[config.mk]
export PLATFORM = sky130hd
export DESIGN_NAME = split_struct_ctrl
export DESIGN_NICKNAME = d
export VERILOG_FILES = /design/src/rtl/split_struct_ctrl_pkg.sv /design/src/rtl/rr_arb2.sv /design/src/rtl/split_struct_ctrl.sv
export SDC_FILE = /design/constraint.sdc
export NUM_CORES = 1
export LEC_CHECK = 0
export ABC_AREA = 1
export BUFFER_PORTS_ARGS = -buffer_cell sky130_fd_sc_hd__buf_4
export CORE_MARGIN = 4
export CORE_UTILIZATION = 31
export CTS_CLUSTER_DIAMETER = 60
export DETAILED_ROUTE_END_ITERATION = 7
export SYNTH_ARGS = -nofsm -noshare
export SYNTH_HDL_FRONTEND = slang
export SYNTH_SLANG_ARGS = --single-unit
[constraint.sdc]
create_clock -name clock -period 1.2 [get_ports clock]
set_input_delay 0.24 -clock clock [delete_from_list [all_inputs] [get_ports clock]]
set_output_delay 0.24 -clock clock [all_outputs]
set_load 0.01 [all_outputs]
[src/rtl/split_struct_ctrl_pkg.sv]
// Shared definitions for the split-struct write sequencer.
// Field selects, FSM encodings and the assembled word layout.
package split_struct_ctrl_pkg;

   localparam int FIELD_W_DEF = 2;

   localparam logic SEL_FIRST = 1'b0;
   localparam logic SEL_LAST  = 1'b1;

   localparam logic [0:0] ST_COLLECT = 1'b0;
   localparam logic [0:0] ST_PUBLISH = 1'b1;

   typedef struct packed {
      logic [FIELD_W_DEF-1:0] last;
      logic [FIELD_W_DEF-1:0] first;
   } split_word_t;

endpackage

[src/rtl/rr_arb2.sv]
// Two-requester round-robin arbiter.
// rr_ptr names the requester that wins a tie.
module rr_arb2 (
   input  logic       clock,
   input  logic       reset,
   input  logic [1:0] req,
   input  logic       enable,
   output logic [1:0] grant
);

   logic rr_ptr;

   always_comb begin
      grant = 2'b00;
      if (enable && !reset) begin
         unique case (req)
            2'b01:   grant = 2'b01;
            2'b10:   grant = 2'b10;
            2'b11:   grant = rr_ptr ? 2'b10 : 2'b01;
            default: grant = 2'b00;
         endcase
      end
   end

   // After serving requester 0 the other one is favoured, and vice versa.
   always_ff @(posedge clock) begin
      if (reset) begin
         rr_ptr <= 1'b0;
      end else if (|grant) begin
         rr_ptr <= grant[0];
      end
   end

endmodule

[src/rtl/split_struct_ctrl.sv]
// Collects {last, first} field writes from two requesters and
// publishes the assembled word on a valid/ready output.
module split_struct_ctrl
   import split_struct_ctrl_pkg::*;
#(
   parameter int FIELD_W = FIELD_W_DEF
) (
   input  logic                 clock,
   input  logic                 reset,
   input  logic [1:0]           req_valid,
   input  logic [1:0]           req_sel,
   input  logic [2*FIELD_W-1:0] req_data,
   output logic [1:0]           req_ready,
   output logic                 out_valid,
   input  logic                 out_ready,
   output logic [2*FIELD_W-1:0] out_data,
   output logic [1:0]           pending
);

   logic [0:0]           state;
   logic [2*FIELD_W-1:0] s;
   logic                 wr_first;
   logic                 wr_last;
   logic [1:0]           grant;
   logic                 g_sel;
   logic [FIELD_W-1:0]   g_data;
   logic [1:0]           nxt_flags;
   logic                 arb_en;

   assign arb_en = (state == ST_COLLECT);

   rr_arb2 u_arb (
      .clock  (clock),
      .reset  (reset),
      .req    (req_valid),
      .enable (arb_en),
      .grant  (grant)
   );

   always_comb begin
      g_sel     = grant[1] ? req_sel[1] : req_sel[0];
      g_data    = grant[1] ? req_data[2*FIELD_W-1:FIELD_W]
                           : req_data[FIELD_W-1:0];
      nxt_flags = {wr_last, wr_first};
      if (|grant) begin
         if (g_sel == SEL_LAST) nxt_flags[1] = 1'b1;
         else                   nxt_flags[0] = 1'b1;
      end
   end

   // s is deliberately kept across a publish; only the flags clear.
   always_ff @(posedge clock) begin
      if (reset) begin
         state    <= ST_COLLECT;
         s        <= '0;
         wr_first <= 1'b0;
         wr_last  <= 1'b0;
      end else begin
         unique case (state)
            ST_COLLECT: begin
               if (|grant) begin
                  if (g_sel == SEL_LAST)
                     s[2*FIELD_W-1:FIELD_W] <= g_data;
                  else
                     s[FIELD_W-1:0] <= g_data;
                  wr_first <= nxt_flags[0];
                  wr_last  <= nxt_flags[1];
                  if (&nxt_flags) state <= ST_PUBLISH;
               end
            end
            ST_PUBLISH: begin
               if (out_ready) begin
                  wr_first <= 1'b0;
                  wr_last  <= 1'b0;
                  state    <= ST_COLLECT;
               end
            end
            default: state <= ST_COLLECT;
         endcase
      end
   end

   assign req_ready = grant;
   assign out_valid = (state == ST_PUBLISH);
   assign out_data  = s;
   assign pending   = {wr_last, wr_first};

endmodule

==> results by group <==
Synthesis
  – Synth warn: 0
  – #FFs+latches synth: 8
  – Post-Synth XOR/XNOR Area: 0
  – Mapped cell area: 453 um^2
  – Simple-gate share of the synthesized area: 0.307
  – Area share of the largest cell type after synthesis: 0.354
  – Seq/Total Area, Yosys: 0.354
  – Top cells by area, synth: dfxtp_1 35%, inv_1 12%, nand2_1 12%
  – Synth Area in Compound Gates: 0.182
  – Syn_area_per_cell: 7.08 um^2
  – Largest family of logic cells by synthesized area: simple AND/OR/NAND/NOR gates
  – Mapped Nets: 75
  – Synth area leader: dfxtp_1
  – Synth cell types: 17
  – Synth Instances: 64
  – Portion of netlist area occupied by mux cells: 0
  – Adder-cell share of the synthesized area: 0

GRT
  – First-pass GRT wire length: 1950 um
  – GR met2 Demand/Resource: 0.206
  – Vias in the first global route: 444
  – GR Util met1: 0.150
  – GR Util met3: 0.0391
  – Largest net degree at the start of global routing: 7
  – Global route hottest layer: met2
  – GR Util All Layers: 0.135
  – Grt ovf: 0
  – Initial antenna violation count: 0

Status
  – Outcome: finished, violations left
  – Failing checks: setup timing

STA
  – Pin slew with the least headroom to its limit: 210 ps
  – Upper clock frequency limit: 805 MHz
  – Clock Skew: 1.14 ps
  – RSZ-0062 raised after global routing: true
  – Final count of pins violating max slew: 0
  – Max_slew headroom: 0.859
  – Worst hold slack: 256 ps
  – Final worst setup slack: -42.2 ps
  – Final period util: 1.04
  – Final Hold Viols: 0
  – Setup TNS Final: -125 ps
  – Final min period: 1240 ps
  – Final setup violation count: 5

Setup path
  – RR Endpoint: wr_last
  – CP arrival: 1000 ps
  – Crit path buffers/inverters: 2
  – Crit path max-delay cell type: dfxtp_2
  – Critical Path Max Stage Delay: 330 ps
  – Crit path max-delay family: flip-flops
  – Startpoint type of the worst setup path: flip-flop
  – R2r setup slk: -30 ps
  – Reg-to-reg startpoint: out_valid
  – Crit Path Category: flip-flop to primary output
  – Worst path required time: 960 ps
  – Crit path cell chain: nor2_4 -> nand3_4 -> inv_4 -> buf_6
  – R2R depth: 7
  – Crit. End Element: primary output
  – Worst-path maximum fanout: 3

Routing
  – Routed vias: 499
  – Per-cell routed wire length: 11.1 um
  – Drt drc: 0
  – Initial DRC count: 8
  – Post-DRT Antenna Nets: 0
  – Post-Route WL: 1200 um
  – Vias per inst: 4.62
  – Length of the first detailed-routing pass in iterations: 4

Final layout
  – P&R area growth vs syn: 71.8%
  – Number of diodes: 0
  – Final Util: 0.583
  – Final Cell Area: 778 um^2
  – Share of layout cells above drive strength 1: 0.581
  – NumNets Final: 106
  – Final Instance Count excl. Fillers: 108

Min path
  – Hold Crit Class: primary input to flip-flop
  – Min-Delay Endpoint: out_valid
  – Min-delay src: out_ready
  – Worst hold stages: 4

Die
  – Initial Util: 0.340
  – Die ar.: 2140 um^2
  – DIE HEIGHT: 46.2 um
  – # rows: 13
  – Core footprint: 1330 um^2
  – I/O pins: 20
  – Die width: 46.2 um

CTS
  – CTS tree: built
  – Cts hold-fix bufs: 0
  – Clock Pin Slew Worst Setup and Hold Paths: 50 ps
  – Clk_lat worst skew: 240 ps
  – Num CTS Buffers: 3
  – Max clock buf depth: 2
  – Clk sinks: 8
  – Clock Tree Root: clkbuf_4
  – H-tree depth: 1

Power
  – VDD IR max: 0.555 mV
  – Leakage Power: 0.383 nW
  – PwrDens: 967 nW/um^2
  – Total power: 753 uW

Place
  – Input/output buffers: 19
  – Post-DP HPWL: 803 um
  – Final Wtd Congestion: 0.715
  – Placed cell area: 614 um^2
  – Pre-CTS setup slack: -13.9 ps
  – Placed insts: 98

Job
  – Max Cap Viol: 0
==> layout make-up <==
cell class,count,area (um^2)
clock buffers,3,22.5
fillers,127,556
inverters,15,58.8
multi-input cells,39,283
flip-flops and latches,8,163
well taps,15,18.8
repair buffers,28,233
==> sequential cells by signal (all words and copies together), names as in the netlist <==
signal and count:
out_valid 1, wr_first 1, wr_last 1, out_data 4, u_arb.rr_ptr 1
==> cell usage in the layout (no fill, tap or decap) <==
cell,count
o21ai_2,2
nor2_1,2
nand3_2,1
nand2_1,10
clkbuf_4,3
o21ai_1,3
o21a_4,1
o31ai_1,1
nor2_4,1
o21ai_0,1
nand4_1,2
inv_2,1
inv_1,13
a21oi_2,5
nand3_4,3
dfxtp_1,6
nand2_4,1
buf_6,6
nand2_2,5
buf_4,22
inv_4,1
a21oi_1,1
dfxtp_2,2
==> routing by layer <==
metal	up-vias	share of wire
li1	259	-
met1	216	0.42
met2	22	0.49
met3	2	0.069
met4	0	0.021
met5	-	0
==> cells by family after synthesis <==
| logic type | Yosys count |
|---|---|
| buffers and inverters | 17 |
| AND/OR/NAND/NOR | 25 |
| flip-flops | 8 |
| AO/OA/AOI/OAI | 14 |
==> Yosys cell counts <==
master / instances
nand3_4: 1
nand4_1: 2
a21oi_1: 6
o21ai_0: 4
nand3_2: 2
o21ai_1: 2
nand3_1: 1
nor2_4: 1
inv_1: 14
buf_4: 2
dfxtp_1: 8
o31ai_1: 1
nand2_1: 14
nand2_2: 2
inv_2: 1
o21a_4: 1
nor2_1: 2
==> how the worst max path moves through the flow <==
stage               slack [ps]           end  depth (start not counted)      start
global placement            10   out_data[2]                          7      reset
global route              -120       wr_last                          7  out_valid
detailed placement         -10   out_data[3]                          7      reset
CTS                        -50       wr_last                          7  out_valid
floorplan                   90   out_data[2]                          6  out_valid
finish                     -40  req_ready[1]                          4  out_valid
==> where the power goes <==
part | leakage (nW) | switching (mW) | total (mW) | internal [mW]
combinational | 0.303 | 0.123 | 0.250 | 0.127
sequential | 0.0665 | 0.0128 | 0.302 | 0.289
clock | 0.0138 | 0.0863 | 0.200 | 0.114
total | 0.383 | 0.222 | 0.753 | 0.530
==> worst register-to-register path, cell delays in order (launching register included) <==
cell and delay, ps:
dfxtp_2 330, nor2_4 150, buf_6 130, nand4_1 140, nand3_4 150, nand2_2 80, o21ai_1 110, inv_1 40
==> timing repair <==
action	4_1_cts	5_1_grt
setup buffers	3	4
pin swaps	4	11
resized for setup	11	17
setup endpoints to repair	2	8
No activity file was read; power rests on OpenSTA's default activity.
